<file path="config.mk">
export PLATFORM = sky130hd
export DESIGN_NAME = rom_download_sdram
export DESIGN_NICKNAME = d
export VERILOG_FILES = /design/src/rtl/rom_download_sdram_pkg.sv /design/src/rtl/rom_download_sdram.sv
export SDC_FILE = /design/constraint.sdc
export NUM_CORES = 1
export LEC_CHECK = 0
export CAP_MARGIN = 15
export CORE_MARGIN = 2
export CORE_UTILIZATION = 59
export CTS_BUF_LIST = sky130_fd_sc_hd__clkbuf_8
export DETAILED_ROUTE_END_ITERATION = 7
export PLACE_DENSITY_LB_ADDON = 0.05
export SLEW_MARGIN = 25
export SYNTH_ARGS = -nofsm -noshare
export SYNTH_HDL_FRONTEND = slang
export SYNTH_SLANG_ARGS = --single-unit
</file>
<file path="constraint.sdc">
create_clock -name clk -period 6.8 [get_ports clk]
set_input_delay 1.36 -clock clk [delete_from_list [all_inputs] [get_ports clk]]
set_output_delay 1.36 -clock clk [all_outputs]
set_load 0.1 [all_outputs]
</file>
<file path="src/rtl/rom_download_sdram_pkg.sv">
// Shared types for the ROM download feeder: FSM states and port1 byte-enable codes.
package rom_download_sdram_pkg;

  typedef enum logic [1:0] {
    IDLE,
    HOLD,
    ISSUE,
    FLUSH
  } state_e;

  localparam logic [1:0] DS_LO   = 2'b01;
  localparam logic [1:0] DS_HI   = 2'b10;
  localparam logic [1:0] DS_BOTH = 2'b11;

endpackage

</file>
<file path="src/rtl/rom_download_sdram.sv">
// Packs the HPS ioctl byte stream into 16-bit words and writes them to SDRAM
// port1 with a toggle req/ack handshake, stalling the HPS while a write is in flight.
module rom_download_sdram
  import rom_download_sdram_pkg::*;
#(
  parameter logic [7:0]  ROM_INDEX  = 8'd0,
  parameter logic [22:0] BASE_WADDR = 23'h000000,
  parameter logic [24:0] MAX_BYTES  = 25'h100000
) (
  input  logic        clk,
  input  logic        reset_n,
  input  logic        ioctl_download,
  input  logic [7:0]  ioctl_index,
  input  logic        ioctl_wr,
  input  logic [24:0] ioctl_addr,
  input  logic [7:0]  ioctl_dout,
  output logic        ioctl_wait,
  output logic        port1_req,
  input  logic        port1_ack,
  output logic        port1_we,
  output logic [22:0] port1_a,
  output logic [1:0]  port1_ds,
  output logic [15:0] port1_d,
  output logic        rom_ready
);

  state_e      state_q, state_d;
  logic        req_q, req_d;
  logic        we_q, we_d;
  logic [22:0] a_q, a_d;
  logic [1:0]  ds_q, ds_d;
  logic [15:0] d_q, d_d;
  logic        wait_q, wait_d;
  logic        ready_q, ready_d;
  logic        active_q;
  logic        first_q;
  logic [7:0]  hold_byte_q, hold_byte_d;
  logic [24:0] hold_addr_q, hold_addr_d;
  logic [7:0]  replay_byte_q, replay_byte_d;
  logic [24:0] replay_addr_q, replay_addr_d;

  logic        active, wr_ok, req_cur, acked;
  logic        byte_go, issue;
  logic [7:0]  byte_val;
  logic [24:0] byte_addr;
  logic [22:0] iss_waddr;
  logic [1:0]  iss_ds;
  logic [15:0] iss_data;

  assign active  = ioctl_download && (ioctl_index == ROM_INDEX);
  assign wr_ok   = active && ioctl_wr && !wait_q && (ioctl_addr < MAX_BYTES);
  // Right after reset the controller may still hold a stale ack; adopt it as our req.
  assign req_cur = first_q ? port1_ack : req_q;
  assign acked   = (port1_ack == req_cur);

  always_comb begin
    state_d       = state_q;
    req_d         = req_cur;
    we_d          = we_q;
    a_d           = a_q;
    ds_d          = ds_q;
    d_d           = d_q;
    hold_byte_d   = hold_byte_q;
    hold_addr_d   = hold_addr_q;
    replay_byte_d = replay_byte_q;
    replay_addr_d = replay_addr_q;
    ready_d       = ready_q;
    byte_go       = 1'b0;
    byte_val      = ioctl_dout;
    byte_addr     = ioctl_addr;
    issue         = 1'b0;
    iss_waddr     = hold_addr_q[23:1];
    iss_ds        = DS_LO;
    iss_data      = {8'h00, hold_byte_q};

    case (state_q)
      IDLE: byte_go = wr_ok;
      HOLD: begin
        if (wr_ok && (ioctl_addr == hold_addr_q + 25'd1)) begin
          issue    = 1'b1;
          iss_ds   = DS_BOTH;
          iss_data = {ioctl_dout, hold_byte_q};
          state_d  = ISSUE;
        end else if (wr_ok) begin
          issue         = 1'b1;
          replay_byte_d = ioctl_dout;
          replay_addr_d = ioctl_addr;
          state_d       = FLUSH;
        end else if (!active) begin
          issue   = 1'b1;
          state_d = ISSUE;
        end
      end
      ISSUE: if (acked) state_d = IDLE;
      FLUSH: begin
        if (acked) begin
          byte_go   = 1'b1;
          byte_val  = replay_byte_q;
          byte_addr = replay_addr_q;
        end
      end
      default: state_d = IDLE;
    endcase

    // A byte seen from an empty latch: even bytes wait for a partner, odd bytes go out alone.
    if (byte_go) begin
      if (!byte_addr[0]) begin
        hold_byte_d = byte_val;
        hold_addr_d = byte_addr;
        state_d     = HOLD;
      end else begin
        issue     = 1'b1;
        iss_waddr = byte_addr[23:1];
        iss_ds    = DS_HI;
        iss_data  = {byte_val, 8'h00};
        state_d   = ISSUE;
      end
    end

    if (issue) begin
      req_d = ~req_cur;
      we_d  = 1'b1;
      a_d   = BASE_WADDR + iss_waddr;
      ds_d  = iss_ds;
      d_d   = iss_data;
    end

    wait_d = (state_d == ISSUE) || (state_d == FLUSH);

    if (active && !active_q) begin
      ready_d = 1'b0;
    end else if (!active && (state_q == IDLE) && acked) begin
      ready_d = 1'b1;
    end
  end

  always_ff @(posedge clk) begin
    if (!reset_n) begin
      state_q       <= IDLE;
      req_q         <= 1'b0;
      we_q          <= 1'b0;
      a_q           <= '0;
      ds_q          <= 2'b00;
      d_q           <= '0;
      wait_q        <= 1'b0;
      ready_q       <= 1'b0;
      active_q      <= 1'b0;
      first_q       <= 1'b1;
      hold_byte_q   <= '0;
      hold_addr_q   <= '0;
      replay_byte_q <= '0;
      replay_addr_q <= '0;
    end else begin
      state_q       <= state_d;
      req_q         <= req_d;
      we_q          <= we_d;
      a_q           <= a_d;
      ds_q          <= ds_d;
      d_q           <= d_d;
      wait_q        <= wait_d;
      ready_q       <= ready_d;
      active_q      <= active;
      first_q       <= 1'b0;
      hold_byte_q   <= hold_byte_d;
      hold_addr_q   <= hold_addr_d;
      replay_byte_q <= replay_byte_d;
      replay_addr_q <= replay_addr_d;
    end
  end

  assign ioctl_wait = wait_q;
  assign port1_req  = req_q;
  assign port1_we   = we_q;
  assign port1_a    = a_q;
  assign port1_ds   = ds_q;
  assign port1_d    = d_q;
  assign rom_ready  = ready_q;

endmodule

</file>
==> results.py, run 1 <==
metrics = {
    "grt": {
        "grt_pass1_wl_mm": 21.5,
        "grt_use_total": 0.280,
        "overflow": 0,
        "antenna_found_initial": 0,
        "grt_pass1_vias": 4424,
        "grt_max_degree": 51,
    },
    "worst_setup_path": {
        "crit_fanout": 48,
        "startpoint_type": "input port",
        "r2r_cells": 7,
        "end_kind": "register",
        "worstSetupPathType": "in -> reg",
        "cp.required_ps": 7120,
        "arrival_ps": 4540,
    },
    "floorplanning": {
        "std_cell_rows": 34,
        "die_h_um": 97.8,
        "io_pins": 91,
        "core_um2": 8640,
        "start_util": 0.601,
        "dieArea_um2": 9570,
        "die_width_um": 97.8,
    },
    "synth": {
        "synth_flop_cell": "dfxtp_1",
        "synth_top_area_share": 0.440,
        "synth-seq-cells": 114,
        "yosysWarnings": 0,
        "synth_fa_ha_area_frac": 0.00964,
        "synth_area_leader_cell": "dfxtp_1",
        "synthCells": 557,
        "synth_fp_nets": 607,
        "synth-xor-area-share": 0.0439,
        "syn_avg_cell_area_um2": 9.32,
        "muxShareOfSynthArea": 0.137,
        "synth_compound_area_frac": 0.145,
        "ys_seq_area_frac": 0.440,
        "async_reset_ff_frac": 0,
        "synthSimpleGateAreaFrac": 0.187,
        "synth.top_cells.by_area": "dfxtp_1 (44%), mux2i_1 (12%), nand2_1 (5.9%)",
        "synth_top_family_by_area": "simple AND/OR/NAND/NOR gates",
        "synth_edf_count": 0,
        "syn_area_um2": 5190,
        "ys_types": 41,
    },
    "timing": {
        "fmax_mhz": 237,
        "slew_headroom": 0.345,
        "min_period_ps": 4220,
        "fin_tns_setup_ps": 0,
        "tightest_slew_ps": 980,
        "setup_viol": 0,
        "rsz0062_at_grt": "false",
        "hold_viol": 0,
        "drv_slew": 0,
        "skew_ps": 13.4,
        "post-route-period-util": 0.620,
    },
    "clocking": {
        "postCtsSetupBuffers": 0,
        "tritoncts": "done",
        "hold_buffers": 0,
        "htreeDepth": 4,
        "numCtsBuffers": 17,
        "path_clk_slew_ps": 70,
        "clockBufferDepth": 2,
        "clk_latency_ps": 430,
        "cts.sinks": 114,
        "cts_resized": 0,
        "cts-root-buf": "clkbuf_8",
    },
    "pwr": {
        "total_power_mw": 1.68,
        "power.density_nw_per_um2": 258,
        "p_leak_nw": 2.24,
        "peakVddDrop_uv": 178,
    },
    "drt": {
        "totalWireLength_mm": 13.4,
        "wirelength_met1_mm": 5.69,
        "drt_iter0_markers": 237,
        "met2_length_mm": 6.72,
        "wl_per_cell_um": 17.6,
        "ant_nets": 0,
        "dr.max_layer_used": "met4",
        "routed-wl-met3_um": 765,
        "via_per_inst": 5.94,
        "drcViolationCount": 0,
        "drtPass1Iterations": 5,
        "num_vias": 4498,
    },
    "placement": {
        "dp_hpwl_mm": 8.71,
        "place_congestion": 0.862,
        "portBuffers": 90,
    },
    "finish": {
        "nets": 686,
        "synthToLayoutAreaGrowth_pct": 25.5,
        "antenna_cells": 0,
        "final_layout_size_suffix_gt1_frac": 0.117,
    },
    "flow_run": {
        "drv_cap": 0,
    },
    "min_path": {
        "holdPathStages": 2,
        "worstHoldPathType": "reg -> reg",
    },
    "status": {
        "status": "finished clean",
    },
}
[power breakdown]
| group | total, mW | leakage, nW | internal [mW] | switching [mW] |
|---|---|---|---|---|
| Sequential | 0.702 | 0.920 | 0.687 | 0.0155 |
| Clock | 0.602 | 0.195 | 0.326 | 0.276 |
| Combinational | 0.376 | 1.12 | 0.106 | 0.271 |
| Total | 1.68 | 2.24 | 1.12 | 0.562 |
[path summary, 6_finish.rpt]
check / slack (ps) / end / startpoint
worst max register to register: 3730 / hold_addr_q[9] / ioctl_wait
worst max-delay path: 2580 / hold_addr_q[9] / ioctl_addr[23]
worst min register to register: 460 / port1_d[2] / hold_byte_q[2]
worst min-delay path: 460 / port1_d[2] / hold_byte_q[2]
[stage by stage]
| stage | hold WS [ps] | worst slack, ps | util | cells | cell area (µm²) |
|---|---|---|---|---|---|
| finish | 458 | 2580 | 0.755 | 757 | 6520 |
| floorplan | 429 | 3480 | - | 557 | 5190 |
| global route | 475 | 2410 | 0.755 | 757 | 6520 |
| CTS | 457 | 2610 | 0.755 | 757 | 6520 |
| global placement | 442 | 2350 | 0.711 | 725 | 6140 |
| detailed placement | 445 | 2250 | 0.712 | 725 | 6140 |
[metal layers]
metal  global-route usage  vias up
met1                0.339     2188
met3               0.0716       20
met4               0.0972        0
met2                0.486      152
met5                    0        -
li1                     -     2138
[cells in the final DEF, fill, tap and decap left out, types with 2 or more instances in the layout]
master / synthesis / layout
dfxtp_1: 114 / 114
clkdlybuf4s50_1: 0 / 90
nand2_1: 82 / 82
nor2_1: 72 / 71
mux2i_1: 62 / 62
a211oi_1: 27 / 27
xnor2_1: 25 / 25
and3_1: 23 / 23
a311oi_2: 20 / 20
clkbuf_8: 0 / 18
a21oi_1: 13 / 12
nand4_1: 11 / 11
o21ai_0: 9 / 9
mux2_2: 8 / 8
a31oi_1: 8 / 8
buf_4: 1 / 8
inv_1: 3 / 6
nand3_1: 6 / 6
clkinv_2: 0 / 5
and2_1: 5 / 5
nor3_1: 4 / 4
ha_1: 4 / 4
clkinvlp_4: 0 / 4
a311oi_1: 3 / 3
o31ai_1: 2 / 2
bufinv_16: 0 / 2
[critical path, cell delays in order]
cell and delay (ps):
clkdlybuf4s50_1 460, or4b_4 570, nor4_4 320, a32oi_2 270, nor3b_4 600, buf_4 550
nor2_1 130, a211oi_1 270
[sequential cells by signal, indices dropped and copies added (netlist names), 2 cells and up]
name,count
port1_d,16
port1_ds,2
replay_addr_q,25
replay_byte_q,8
port1_a,23
hold_byte_q,8
hold_addr_q,24
state_q,2
[synthesized netlist by cell type (all sizes together), types with 2 or more instances]
library cell	n
dfxtp	114
nand2	82
nor2	72
mux2i	62
a211oi	27
clkbuf	25
xnor2	25
a311oi	23
and3	23
a21oi	13
buf	13
nand4	11
o21ai	11
a31oi	8
mux2	8
nand3	6
and2	5
ha	4
nor3	4
inv	3
nor4	2
o31ai	2
or3	2
[cells by family (layout without fill, tap and decap cells)]
logic type / Yosys count / in the layout
multiplexers: 70 / 70
flip-flops: 114 / 114
adder cells (fa/ha/maj): 4 / 4
buffers and inverters: 42 / 134
XOR/XNOR: 26 / 26
AND/OR/NAND/NOR: 213 / 213
AO/OA/AOI/OAI: 88 / 88
[final cells by class]
class | count | area, µm²
Tap cell | 108 | 135
Timing Repair Buffer | 98 | 961
Inverter | 4 | 16.3
Clock buffer | 18 | 248
Sequential cell | 114 | 2280
Multi-Input combinational cell | 401 | 2750
Clock inverter | 14 | 125
Fill cell | 626 | 2120
(Power assumes the default switching activity.)
==> run 2, diff against run 1 <==
- CORE_UTILIZATION: 59 -> 55
- clock period: 6.8 -> 4.2 ns (I/O delays scaled with it)
==> results.py, run 2 (synthesis gave the netlist of run 1 again) <==
metrics = {
    "flow_run": {
        "drv_cap": 0,
    },
    "drt": {
        "wl_per_cell_um": 17.2,
        "drtPass1Iterations": 4,
        "drt_iter0_markers": 200,
        "totalWireLength_mm": 13.1,
        "num_vias": 4403,
        "via_per_inst": 5.76,
        "ant_nets": 0,
        "drcViolationCount": 0,
    },
    "pwr": {
        "total_power_mw": 2.86,
        "power.density_nw_per_um2": 432,
        "p_leak_nw": 2.28,
        "peakVddDrop_uv": 283,
    },
    "floorplanning": {
        "die_width_um": 101,
        "start_util": 0.565,
        "std_cell_rows": 35,
        "io_pins": 91,
        "core_um2": 9200,
        "dieArea_um2": 10200,
        "die_h_um": 101,
    },
    "clocking": {
        "tritoncts": "done",
        "cts_resized": 0,
        "cts.sinks": 114,
        "path_clk_slew_ps": 70,
        "clockBufferDepth": 2,
        "cts-root-buf": "clkbuf_8",
        "clk_latency_ps": 440,
        "hold_buffers": 0,
        "htreeDepth": 4,
        "postCtsSetupBuffers": 0,
        "numCtsBuffers": 17,
    },
    "finish": {
        "final_core_util": 0.719,
        "multi_input_area_um2": 2750,
        "final_common_cell": "dfxtp_1",
        "final_layout_size_suffix_gt1_frac": 0.127,
        "final_cell_mix": "dfxtp_1 (114), clkdlybuf4s50_1 (90), nand2_1 (82)",
        "instances_no_fill": 764,
        "top_register": "replay_addr_q",
        "seqCellArea_um2": 2280,
        "largest_reg_flops": 25,
        "antenna_cells": 0,
        "post-route-cell-area_um2": 6620,
        "nets": 691,
        "fillers": 734,
        "synthToLayoutAreaGrowth_pct": 27.4,
    },
    "placement": {
        "place_congestion": 0.871,
        "dp_hpwl_mm": 8.53,
        "dpl.cell_count": 733,
        "portBuffers": 90,
        "place_area_um2": 6180,
    },
    "grt": {
        "grt_pass1_wl_mm": 21.3,
        "antenna_found_initial": 0,
        "overflow": 0,
        "grt_use_total": 0.268,
        "grt_pass1_vias": 4413,
        "grt_max_degree": 45,
    },
    "worst_setup_path": {
        "cp.required_ps": 4510,
        "worstSetupPathType": "in -> reg",
        "crit_fanout": 41,
        "startpoint_type": "input port",
        "arrival_ps": 3520,
        "end_kind": "register",
    },
    "timing": {
        "post-route-period-util": 0.763,
        "tightest_slew_ps": 991,
        "fmax_mhz": 312,
        "hold_viol": 0,
        "rsz0062_at_grt": "false",
        "skew_ps": 8.88,
        "fin_tns_setup_ps": 0,
        "slew_headroom": 0.337,
        "setup_viol": 0,
        "drv_slew": 0,
        "min_period_ps": 3200,
    },
    "min_path": {
        "worstHoldPathType": "reg -> reg",
    },
    "status": {
        "status": "finished clean",
    },
}
-- run 2: cell count changes in the layout (fill, tap and decap cells not counted) --
| cell | before | now |
|---|---|---|
| buf_4 | 8 | 13 |
| clkbuf_8 | 18 | 22 |
| inv_1 | 6 | 2 |
| clkinv_2 | 5 | 3 |
| bufinv_16 | 2 | 3 |
| clkinv_1 | 0 | 1 |
| clkinvlp_4 | 4 | 3 |
-- run 2: report_power, final --
part           switching (mW)  total [mW]  internal (mW)  leakage (nW)
registers              0.0234        1.14           1.11         0.920
clock network           0.443        1.10          0.659         0.213
logic                   0.437       0.618          0.181          1.15
total                   0.903        2.86           1.95          2.28
-- run 2: layer usage --
| layer | up-vias | global-route usage | wire length, µm |
|---|---|---|---|
| met5 | - | 0 | 0 |
| met4 | 0 | 0.129 | 294 |
| met3 | 29 | 0.0538 | 534 |
| met2 | 115 | 0.461 | 6630 |
| met1 | 2120 | 0.321 | 5660 |
| li1 | 2139 | - | - |
-- run 2: per-stage QoR --
stage	hold slack, ps	setup slack (ps)
after global placement	441	609
final	459	997
after detailed placement	446	547
after global routing	479	861
after CTS	460	998
after floorplan	429	1400
-- run 2: layout make-up --
cell class | instances | share of cell area
inverter | 4 | 0.00227
sequential | 114 | 0.345
clock buffer | 22 | 0.0458
timing repair buffer | 103 | 0.151
clock inverter | 9 | 0.0193
multi-input combinational | 401 | 0.416
tap | 111 | 0.0210
-- run 2: final timing paths --
path                  startpoint    endpoint  slack (ps)  depth (start not counted)
setup / recovery  ioctl_addr[23]  state_q[0]        1000                          7
hold / removal    hold_byte_q[1]  port1_d[1]         460                          2
setup reg to reg      ioctl_wait  state_q[0]        1600                          6
hold reg to reg   hold_byte_q[1]  port1_d[1]         460                          2
-- run 2: critical path: stages --
cell,delay [ps]
clkdlybuf4s50_1,450
or4b_4,570
nor4_4,330
a32oi_2,260
or3_4,590
nand2_1,370
nor3_1,100
